<file path="config.mk">
export PLATFORM = sky130hd
export DESIGN_NAME = key_debounce
export DESIGN_NICKNAME = d
export VERILOG_FILES = /design/src/rtl/key_debounce.sv
export SDC_FILE = /design/constraint.sdc
export NUM_CORES = 1
export LEC_CHECK = 0
export ABC_CLOCK_PERIOD_IN_PS = 1900
export BUFFER_PORTS_ARGS = -buffer_cell sky130_fd_sc_hd__buf_2
export CORE_ASPECT_RATIO = 1.5
export CORE_UTILIZATION = 56
export DETAILED_ROUTE_END_ITERATION = 7
export PLACE_DENSITY_LB_ADDON = 0.08
export RECOVER_POWER = 25
export REMOVE_ABC_BUFFERS = 1
export SYNTH_ARGS = -nofsm -noshare
export SYNTH_HDL_FRONTEND = slang
export SYNTH_SLANG_ARGS = --single-unit
</file>
<file path="constraint.sdc">
create_clock -name clk -period 1.9 [get_ports clk]
set_input_delay 0.38 -clock clk [delete_from_list [all_inputs] [get_ports clk]]
set_output_delay 0.38 -clock clk [all_outputs]
set_load 0.01 [all_outputs]
</file>
<file path="src/rtl/key_debounce.sv">
// rtl/key_debounce.sv - four-key synchroniser, bounce filter and press/release pulse generator
// Optional key_release output is built when KEY_RELEASE_PULSE_EN is defined.
module key_debounce #(
    parameter int DEBOUNCE_CYCLES = 1_000_000,
    parameter int CNT_W           = $clog2(DEBOUNCE_CYCLES)
) (
    input  logic       clk,
    input  logic       rst,
    input  logic [3:0] key_in,
    output logic [3:0] key_level,
    output logic [3:0] key_press
`ifdef KEY_RELEASE_PULSE_EN
    ,
    output logic [3:0] key_release
`endif
);

    localparam logic [CNT_W-1:0] CNT_MAX = CNT_W'(DEBOUNCE_CYCLES - 1);

    logic [3:0]       s1;
    logic [3:0]       s2;
    logic [CNT_W-1:0] cnt [4];

    // Keys are inverted on entry so everything past the first flop is active-high.
    always_ff @(posedge clk) begin
        if (rst) begin
            s1        <= '0;
            s2        <= '0;
            key_level <= '0;
            key_press <= '0;
`ifdef KEY_RELEASE_PULSE_EN
            key_release <= '0;
`endif
            for (int i = 0; i < 4; i++) begin
                cnt[i] <= '0;
            end
        end else begin
            s1 <= ~key_in;
            s2 <= s1;
            for (int i = 0; i < 4; i++) begin
                key_press[i] <= 1'b0;
`ifdef KEY_RELEASE_PULSE_EN
                key_release[i] <= 1'b0;
`endif
                if (s2[i] == key_level[i]) begin
                    cnt[i] <= '0;
                end else if (cnt[i] == CNT_MAX) begin
                    // Disagreement has persisted long enough: accept the new level.
                    key_level[i] <= s2[i];
                    cnt[i]       <= '0;
                    key_press[i] <= s2[i];
`ifdef KEY_RELEASE_PULSE_EN
                    key_release[i] <= ~s2[i];
`endif
                end else begin
                    cnt[i] <= cnt[i] + CNT_W'(1);
                end
            end
        end
    end

endmodule

</file>
### Word level (Yosys, flattened, before mapping)

Memory sizes are Yosys's and may differ from the RTL's.
Index checks and enable logic that the tools add are counted.

| operators by class | value |
|---|---|
| add/sub/neg operators | 4 |
| equality and inequality tests | 8 |
| muxes and demuxes | 58 |
| bitwise operators | 21 |
| reduce and logical (&&, ||, !) cells | 8 |

Operators with widths:

| cell | number |
|---|---|
| $mux 20 | 12 |
| $add 20x1->20 const B | 4 |
| $eq 20x20->1 const B | 4 |
| $mux 1 | 46 |
| $or 1x1->1 | 12 |
| $reduce_or 3->1 | 4 |
| $not 1->1 | 8 |
| $reduce_and 2->1 | 4 |
| $eq 1x1->1 | 4 |
| $not 4->4 | 1 |

| storage, ports and cells | value |
|---|---|
| bits in registers | 16 |
| bits in writable memories | 80 |
| input bits | 6 |
| output and inout bits | 8 |
| memories | 1 |

Memory list:

| memory | depth | bits a word | read ports | clocked after memory_dff | wr ports | line | source |
|---|---|---|---|---|---|---|---|
| cnt | 4 | 20 | 4 | 0 | 4 | 22 | `logic [CNT_W-1:0] cnt [4];` |

### Depth between registers and ports, before layout

Gate-level depths: netlist of the first run.

| depth | value |
|---|---|
| depth after elaboration | 7 |
| mapped depth | 7 |

### Worst setup path after synthesis of the first run

No wires, ideal clock.

| path | value |
|---|---|
| path type | flip-flop to flip-flop |
| from | memory cnt[2][6] in the netlist's numbering |
| to | memory cnt[2][17] in the netlist's numbering, data pin |
| setup time | 0.268 ns |
| arrival | 1.835 ns |
| data required time | 1.632 ns |
| slack | -0.203 ns |
| stages on the path, launching flop included | 6 |
| cell sequence | edfxtp_1 -> or4b_2 -> nor4_2 -> a31o_2 -> buf_2 -> a21oi_1 |

RTL lines:

| what | line |
|---|---|
| from (decl) | 22 |

==> parameters.txt, run 1 <==
Parameter                              Value

Floorplan
  Total I/O pin count    14
  Core area    approximately 0.0085 mm²
  Floorplan die height    117 µm
  Full die area    between 0.009 and 0.01 mm²
  # rows    between 40 and 50
  Initial Util    between 50 and 60%
  X dimension of the die    approximately 79 µm

Critical path
  Kind of critical path    reg2reg
  Worst setup SP type    flop
  Endpoint type of the worst setup path    flop
  Critical path fanouts, max    14
  Arrival time worst endpoint    between 2 and 2.5 ns
  Path depth of the worst reg2reg path    5
  Crit path required time    approximately 2 ns

Clock tree
  Register clock-pin slew on the reported worst setup and hold paths    about 0.06 ns
  Total CTS buffers    9
  Clock tree root driver cell    sky130_fd_sc_hd__clkbuf_16
  Number of H-tree levels    3
  Buffer levels on the longest clock path    2
  CTS hold repair buffers    0
  Clock latency at the later pin of the worst-skew pair    approximately 0.35 ns
  CTS tree    built
  Sink count of the clock tree    96

Final layout
  Net count, final    about 660
  Area growth from synthesis to final layout    29.7%
  Proportion of layout cells with a drive suffix above 1    19.6%
  Flip-flop and latch area    about 0.0027 mm²
  Antenna cells    0
  Area taken by multi-input logic gates    approximately 0.0025 mm²
  Filler cells    623

Yosys
  Post-synthesis instance total    481
  Synth Area per Inst    about 10 µm²
  Number of distinct standard cells referenced by the synthesized netlist    just over 40
  Total standard cell area after synthesis    between 0.004 and 0.005 mm²
  Number of synthesis warnings    0
  Post-synthesis sequential area ratio    54.8%
  Number of synthesized register bits    96

Placement
  HPWL Detailed    between 7000 and 8000 µm
  Gp weighted congestion    slightly below 0.9
  Worst setup timing slack at the placement stage    -0.248 ns
  Count of input and output buffers    13

Detailed routing
  Total via count after detailed routing    ~4,000
  Post-Route WL    around 10,000 µm
  Remaining number of nets flagged by the antenna check after routing    0
  Average vias per placed instance    5.33
  Wire length per cell after detailed routing    about 13 µm
  Drt pass-1 iters    4
  Initial detailed-routing violation count    between 200 and 250
  Post-detailed-route DRC marker count    0

Timing
  Final period demand of the worst path    between 2 and 2.5 ns
  Fraction of the cycle the final worst path needs    112%
  Worst rel slew slack    47.7%
  Worst slew pin tran    0.785 ns
  Final critical-path setup slack    -0.226 ns
  Number of max-slew violations in the final report    0
  RSZ-0062 raised after global routing    yes
  Final setup fails    21
  Max Freq    between 400 and 500 MHz
  Fin Setup TNS    -4.44 ns
  Worst clock skew    roughly 0.0069 ns
  Final-layout worst hold slack    roughly 0.18 ns
  Final hold violations    0

Power
  Leak    2.32 nW
  Peak supply drop    about 0.61 mV
  Pwr/cell area    approximately 740 mW/mm²

GRT
  Global-route wire length before repair    approximately 17,000 µm
  Pin count of the biggest net entering global routing    21
  Global router's overall resource usage    between 20% and 30%
  Number of antenna violations at the first check in global routing    0
  Via count of the first global-routing pass    roughly 4,000
  Global route total overflow    0

Flow run
  Max_cap viols    0

Status
  Status    finished with violations
  Failing checks    negative setup slack

Min path
  Worst Hold Depth    2
  Hold crit path type    in2reg
## per-stage QoR
stage	power, mW	instance area, µm²	utilization [%]	cells
6_report	4.74	6440	75.7	756
5_1_grt	4.89	6440	75.7	756
4_1_cts	4.74	6300	73.9	747
3_5_place_dp	2.71	5900	69.2	728
3_3_place_gp	2.70	5900	69.2	728
2_1_floorplan	2.60	5200	-	543
## final timing paths
kind	start	endpoint	slack (ns)
max	cnt[3][10]$_SDFFCE_PN0P_	cnt[3][13]$_SDFFCE_PN0P_	-0.23
min	key_in[3]	s1[3]$_SDFF_PP0_	0.18
max reg2reg	cnt[3][10]$_SDFFCE_PN0P_	cnt[3][13]$_SDFFCE_PN0P_	-0.23
min reg2reg	s1[3]$_SDFF_PP0_	s2[3]$_SDFF_PP0_	0.43
## report_power, final
| part | switching, mW | internal, mW | total (mW) |
|---|---|---|---|
| registers | 0.0658 | 2.36 | 2.43 |
| clock network | 0.743 | 1.29 | 2.03 |
| logic | 0.151 | 0.128 | 0.278 |
| total | 0.959 | 3.78 | 4.74 |
## what timing repair did
action / 4_1_cts / 5_1_grt
gates resized for setup: 6 / 24
setup buffers: 4 / 9
endpoints found under the hold margin: 0 / 0
setup endpoints to repair: 53 / 82
pin swaps: 4 / 7
## synthesized netlist by cell type
cell type	instances	area, µm²
sky130_fd_sc_hd__o21ai_0	17	85.1
sky130_fd_sc_hd__nand3_1	28	140
sky130_fd_sc_hd__buf_2	5	25.0
sky130_fd_sc_hd__or3_2	1	7.51
sky130_fd_sc_hd__nand2_1	25	93.8
sky130_fd_sc_hd__buf_1	1	3.75
sky130_fd_sc_hd__ha_1	4	50.1
sky130_fd_sc_hd__nand3_2	1	10.0
sky130_fd_sc_hd__nor3b_1	2	15.0
sky130_fd_sc_hd__or4_2	1	8.76
sky130_fd_sc_hd__nor4_1	11	68.8
sky130_fd_sc_hd__or4b_1	3	30.0
sky130_fd_sc_hd__or2_2	2	12.5
sky130_fd_sc_hd__o21ai_1	2	10.0
sky130_fd_sc_hd__and3_1	5	31.3
sky130_fd_sc_hd__nor3_1	8	40.0
sky130_fd_sc_hd__nor4bb_1	1	10.0
sky130_fd_sc_hd__nor2b_1	5	31.3
sky130_fd_sc_hd__nand4_1	18	113
sky130_fd_sc_hd__nand2b_1	2	12.5
sky130_fd_sc_hd__a31o_2	2	17.5
sky130_fd_sc_hd__or4b_2	1	10.0
sky130_fd_sc_hd__o41ai_1	2	17.5
sky130_fd_sc_hd__or4_4	1	11.3
sky130_fd_sc_hd__and3_2	1	7.51
sky130_fd_sc_hd__o31ai_1	10	75.1
sky130_fd_sc_hd__or3_1	20	125
sky130_fd_sc_hd__a21oi_1	29	145
sky130_fd_sc_hd__and4_1	5	43.8
sky130_fd_sc_hd__xnor2_1	30	263
sky130_fd_sc_hd__and2_1	4	25.0
sky130_fd_sc_hd__dfxtp_1	16	320
sky130_fd_sc_hd__edfxtp_1	80	2400
sky130_fd_sc_hd__conb_1	1	3.75
sky130_fd_sc_hd__inv_1	20	75.1
sky130_fd_sc_hd__nor4b_1	4	35.0
sky130_fd_sc_hd__xor2_1	21	184
sky130_fd_sc_hd__clkbuf_1	11	41.3
sky130_fd_sc_hd__nor4_2	1	12.5
sky130_fd_sc_hd__or4_1	15	113
sky130_fd_sc_hd__nor2_1	65	244
## layout by cell type, fill, tap and decap left out, types with 4 or more instances in the layout
cell type	n
sky130_fd_sc_hd__ha_1	4
sky130_fd_sc_hd__and4_1	4
sky130_fd_sc_hd__and3_1	5
sky130_fd_sc_hd__or4_1	12
sky130_fd_sc_hd__o21ai_0	16
sky130_fd_sc_hd__or4_4	4
sky130_fd_sc_hd__a21oi_2	6
sky130_fd_sc_hd__nor3_1	8
sky130_fd_sc_hd__edfxtp_1	80
sky130_fd_sc_hd__clkbuf_16	9
sky130_fd_sc_hd__buf_4	72
sky130_fd_sc_hd__or3_1	20
sky130_fd_sc_hd__nand2_1	25
sky130_fd_sc_hd__nor2b_1	5
sky130_fd_sc_hd__dfxtp_1	16
sky130_fd_sc_hd__nor2_1	65
sky130_fd_sc_hd__nand4_1	18
sky130_fd_sc_hd__buf_2	4
sky130_fd_sc_hd__xnor2_1	30
sky130_fd_sc_hd__conb_1	80
sky130_fd_sc_hd__nand3_1	27
sky130_fd_sc_hd__xor2_1	21
sky130_fd_sc_hd__inv_1	20
sky130_fd_sc_hd__o31ai_1	10
sky130_fd_sc_hd__clkbuf_1	11
sky130_fd_sc_hd__a21oi_1	23
sky130_fd_sc_hd__clkbuf_8	4
sky130_fd_sc_hd__nor4_1	9
## sequential cells by signal, indices dropped and copies added (netlist names)
register / cells
key_press: 4
cnt: 80
key_level: 4
s2: 4
s1: 4
## layout make-up
| type | instances | share of cell area, % |
|---|---|---|
| flip-flops and latches | 96 | 42.3 |
| multi-input cells | 427 | 39.0 |
| repair buffers | 91 | 10.2 |
| clock buffers | 13 | 4.35 |
| well taps | 107 | 2.08 |
| inverters | 20 | 1.17 |
| clock inverters | 2 | 0.932 |
## cell families (layout without fill, tap and decap cells)
kind of cell	Yosys count	count (layout)	synth area share, %
other	1	80	0.0755
and+or+nand+nor	230	230	25.2
xor gates and xnor gates	51	51	8.99
buffers and inverters	37	126	2.92
AOI/OAI and AO/OA	62	62	7.05
adders and majority gates	4	4	1.01
DFF	96	96	54.8
## routing by layer
metal,track usage (%),vias to the layer above,wire length (µm)
li1,-,2025,-
met3,3.97,20,287
met5,0,-,0
met1,26.3,1920,4220
met2,42.0,63,5350
met4,10.5,0,238
## worst max-delay path: stages (launching register included)
cell	delay, ns
sky130_fd_sc_hd__edfxtp_1	0.38
sky130_fd_sc_hd__or4_1	0.53
sky130_fd_sc_hd__or4_4	0.55
sky130_fd_sc_hd__o21ai_4	0.20
sky130_fd_sc_hd__buf_8	0.17
sky130_fd_sc_hd__a21oi_1	0.05
(Power assumes the default switching activity.)
==> run 2: changes to the inputs <==
ABC_AREA = 1   (was not set)
CORE_UTILIZATION = 57   (was 56)
==> run 2 against run 1 <==
Die area increased by 11%; critical endpoint is now cnt[3][9]$_SDFFCE_PN0P_; the flow now finishes without violations; synthesized cell count increased by 51%; cell count increased by 25%; area after synthesis increased by 14%; clock skew decreased by 0.00068 ns; highest routed layer unchanged; flip-flop and latch count unchanged.
==> parameters.txt, run 2 <==
Parameter                              Value

Critical path
  Origin of the worst setup path    cnt[3][0]$_SDFFCE_PN0P_ (was cnt[3][10]$_SDFFCE_PN0P_)
  Crit path required time    1.99 ns (about the same)
  Buffers and inverters on the worst path    0 (was 1)
  Slowest cell on crit path    sky130_fd_sc_hd__edfxtp_1 (was sky130_fd_sc_hd__or4_4)
  Family of cells with the greatest summed delay on the critical path    simple AND/OR/NAND/NOR gates (unchanged)
  Critical path fanouts, max    19 (was 14)
  Endpoint of the worst-slack reg-to-reg timing path    cnt[3][9]$_SDFFCE_PN0P_ (was cnt[3][13]$_SDFFCE_PN0P_)
  List of cells traversed by the critical path    ha_1, nand3_1, nor3_2, nand3_1, nand2_4, nor2_1 (was or4_1, or4_4, o21ai_4, buf_8, a21oi_1)
  Worst R2R Setup Slack    0.14 ns (was -0.23 ns)
  CP dominant cell by count    sky130_fd_sc_hd__nand3_1
  Startpoint of the lowest-slack register-to-register path    cnt[3][0]$_SDFFCE_PN0P_ (was cnt[3][10]$_SDFFCE_PN0P_)
  Worst setup SP type    flop (unchanged)
  Kind of critical path    reg2reg (unchanged)
  Delay contributed by the slowest stage of the critical path    0.42 ns (was 0.55 ns)
  Path depth of the worst reg2reg path    6 (was 5)
  Endpoint type of the worst setup path    flop (unchanged)
  Arrival time worst endpoint    1.85 ns (was 2.22 ns)

Final layout
  Leading cell types in the layout, fill and taps excluded    183 x sky130_fd_sc_hd__nand2_1, 165 x sky130_fd_sc_hd__nor2_1, 82 x sky130_fd_sc_hd__inv_1, 80 x sky130_fd_sc_hd__edfxtp_1, 80 x sky130_fd_sc_hd__conb_1 (was 80 x sky130_fd_sc_hd__edfxtp_1, 80 x sky130_fd_sc_hd__conb_1, 72 x sky130_fd_sc_hd__buf_4, 65 x sky130_fd_sc_hd__nor2_1, 30 x sky130_fd_sc_hd__xnor2_1)
  Most common cell after layout, fill and taps aside    sky130_fd_sc_hd__nand2_1
  Proportion of layout cells with a drive suffix above 1    7.11% (was 19.6%)
  Flip-flop count of the largest register, all copies and words added    80 (unchanged)
  Net count, final    835 (was 655)
  Area taken by multi-input logic gates    0.00285 mm² (was 0.00251 mm²)
  Core occupancy in the finished layout    66.5% (was 75.7%)
  Area growth from synthesis to final layout    13.3% (was 29.7%)
  Filler cells    833 (was 623)
  Flip-flop and latch area    0.00272 mm² (unchanged)
  Area of all placed cells without fillers    0.00640 mm² (was 0.00644 mm²)
  Register with the most flip-flops    cnt (unchanged)
  Antenna cells    0 (unchanged)

Flow run
  Max_cap viols    0 (unchanged)

Detailed routing
  Initial detailed-routing violation count    206 (was 205)
  Average vias per placed instance    5.02 (was 5.33)
  Wire length per cell after detailed routing    11.5 µm (was 13.4 µm)
  Total via count after detailed routing    4,743 (was 4,028)
  Post-detailed-route DRC marker count    0 (unchanged)
  Drt pass-1 iters    7 (was 4)
  Remaining number of nets flagged by the antenna check after routing    0 (unchanged)
  Post-Route WL    10,800 µm (was 10,100 µm)

Clock tree
  Clock tree root driver cell    sky130_fd_sc_hd__clkbuf_16 (unchanged)
  Register clock-pin slew on the reported worst setup and hold paths    0.06 ns (about the same)
  Total CTS buffers    9 (unchanged)
  Resize count post-CTS    0 (was 6)
  Sink count of the clock tree    96 (unchanged)
  Buffer levels on the longest clock path    2 (unchanged)
  Setup Buffers After CTS    0 (was 4)
  CTS tree    built (unchanged)
  CTS hold repair buffers    0 (unchanged)
  Clock latency at the later pin of the worst-skew pair    0.34 ns (was 0.35 ns)
  Number of H-tree levels    3 (unchanged)

Timing
  Worst clock skew    0.00626 ns (was 0.00694 ns)
  Final hold violations    0 (unchanged)
  Fin Setup TNS    0 ns (was -4.44 ns)
  Final period demand of the worst path    1.76 ns (was 2.13 ns)
  Worst rel slew slack    62.9% (was 47.7%)
  Worst slew pin tran    0.556 ns (was 0.785 ns)
  Final-layout worst hold slack    0.181 ns (was 0.176 ns)
  RSZ-0062 raised after global routing    no (was yes)
  Max Freq    567 MHz (was 470 MHz)
  Final setup fails    0 (was 21)
  Fraction of the cycle the final worst path needs    92.9% (was 112%)
  Number of max-slew violations in the final report    0 (unchanged)

Min path
  Worst Hold Depth    2 (unchanged)
  Hold endpoint    s1[3]$_SDFF_PP0_ (unchanged)
  Source of the worst hold timing path    key_in[3] (unchanged)
  Hold crit path type    in2reg (unchanged)

Power
  Peak supply drop    0.888 mV (was 0.611 mV)
  Leak    2.49 nW (was 2.32 nW)
  Pwr/cell area    686 mW/mm² (was 735 mW/mm²)

Placement
  HPWL Detailed    8180 µm (was 7070 µm)
  Gp weighted congestion    0.892 (was 0.881)
  Count of input and output buffers    13 (unchanged)
  Cell area after placement    0.00614 mm² (was 0.00590 mm²)

Yosys
  Synth Area per Inst    7.78 µm² (was 10.3 µm²)
  Ranking of synthesized cells by area    sky130_fd_sc_hd__edfxtp_1 43%, sky130_fd_sc_hd__nand2_1 12%, sky130_fd_sc_hd__nor2_1 11%, sky130_fd_sc_hd__dfxtp_1 5.7%, sky130_fd_sc_hd__inv_1 5.4% (was sky130_fd_sc_hd__edfxtp_1 48%, sky130_fd_sc_hd__dfxtp_1 6.4%, sky130_fd_sc_hd__xnor2_1 5.3%, sky130_fd_sc_hd__nor2_1 4.9%, sky130_fd_sc_hd__xor2_1 3.7%)
  Total standard cell area after synthesis    0.00565 mm² (was 0.00497 mm²)
  Post-synthesis sequential area ratio    48.2% (was 54.8%)
  Post-synthesis instance total    726 (was 481)
  Ranking of synthesized cells by instance count    183 x sky130_fd_sc_hd__nand2_1, 165 x sky130_fd_sc_hd__nor2_1, 82 x sky130_fd_sc_hd__inv_1 (was 80 x sky130_fd_sc_hd__edfxtp_1, 65 x sky130_fd_sc_hd__nor2_1, 30 x sky130_fd_sc_hd__xnor2_1)
  Commonest register cell after synthesis    sky130_fd_sc_hd__edfxtp_1 (unchanged)
  Count leader, synth    sky130_fd_sc_hd__nand2_1 (was sky130_fd_sc_hd__edfxtp_1)
  Number of synthesized register bits    96 (unchanged)
  Top cell type's share of synthesized area    42.5% (was 48.3%)
  Number of distinct standard cells referenced by the synthesized netlist    33 (was 41)
  Number of synthesis warnings    0 (unchanged)
  Cell type with the largest total area after synthesis    sky130_fd_sc_hd__edfxtp_1 (unchanged)
  Share of synthesized registers carrying an async set or reset    0% (unchanged)
  Number of enable-type register cells in the synthesized netlist    80 (unchanged)

GRT
  Global route total overflow    0 (unchanged)
  Global router's overall resource usage    22.5% (was 23.3%)
  Pin count of the biggest net entering global routing    21 (unchanged)
  Via count of the first global-routing pass    4,536 (was 3,953)
  Number of antenna violations at the first check in global routing    0 (unchanged)
  Global-route wire length before repair    18,600 µm (was 17,000 µm)

Floorplan
  Core area    0.00963 mm² (was 0.00852 mm²)
  # rows    44 (was 41)
  X dimension of the die    83.3 µm (was 78.9 µm)
  Floorplan die height    124 µm (was 117 µm)
  Full die area    0.0103 mm² (was 0.00926 mm²)
  Total I/O pin count    14 (unchanged)
  Initial Util    58.6% (was 58.4%)

Status
  Status    complete, no violations (was finished with violations)
[run 2: cell count changes in the layout (fill, tap and decap cells not counted), sizes merged, moves of 10 or more]
| cell | previous run | this run |
|---|---|---|
| buf | 80 | 6 |
| nand3 | 29 | 55 |
| or4 | 17 | 0 |
| o31ai | 10 | 0 |
| nor2 | 65 | 185 |
| xnor2 | 30 | 11 |
| inv | 20 | 88 |
| nand2 | 25 | 187 |
| nor4 | 12 | 0 |
| or3 | 21 | 0 |
| o21ai | 19 | 7 |
[run 2: cells by family after synthesis]
family,Yosys count,share of synthesized area [%]
simple gates,462,35.8
flops,96,48.2
buf+inv,92,6.71
compound gates,41,3.68
xor+xnor,30,4.65
fa+ha+maj,4,0.886
other cells,1,0.0664
[run 2: final cells by class]
class,count,share of cell area (%)
multi-input cells,617,44.5
flip-flops and latches,96,42.5
inverters,85,4.98
clock buffers,12,3.85
well taps,115,2.25
repair buffers,16,1.52
clock inverters,4,0.430
[run 2: metrics by stage]
step           std cells  setup slack [ns]  total power, mW
3_5_place_dp         929             0.129             2.72
3_3_place_gp         929             0.208             2.71
5_1_grt              945            0.0267             4.54
6_report             945             0.136             4.39
4_1_cts              945             0.126             4.41
2_1_floorplan        798             0.161             2.64
[run 2: worst max path at each step]
stage / endpoint / slack [ns] / cells past startpoint
after floorplan: cnt[0][11]$_SDFFCE_PN0P_ / 0.16 / 8
after global placement: cnt[1][7]$_SDFFCE_PN0P_ / 0.21 / 6
after detailed placement: cnt[0][12]$_SDFFCE_PN0P_ / 0.13 / 9
after CTS: cnt[0][12]$_SDFFCE_PN0P_ / 0.13 / 9
after global routing: cnt[3][7]$_SDFFCE_PN0P_ / 0.03 / 6
final: cnt[3][9]$_SDFFCE_PN0P_ / 0.14 / 6
[run 2: routing by layer]
metal	track usage, %	part of all wire (%)	vias up
met5	0	0	-
met4	10.5	2.9	0
met3	3.84	3.7	25
met2	41.3	50	105
met1	25.4	43	2169
li1	-	-	2444
[run 2: report_power, final]
group / internal, mW / total, mW / switching (mW)
sequential: 2.36 / 2.45 / 0.0865
combinational: 0.0743 / 0.230 / 0.156
clock: 0.930 / 1.72 / 0.785
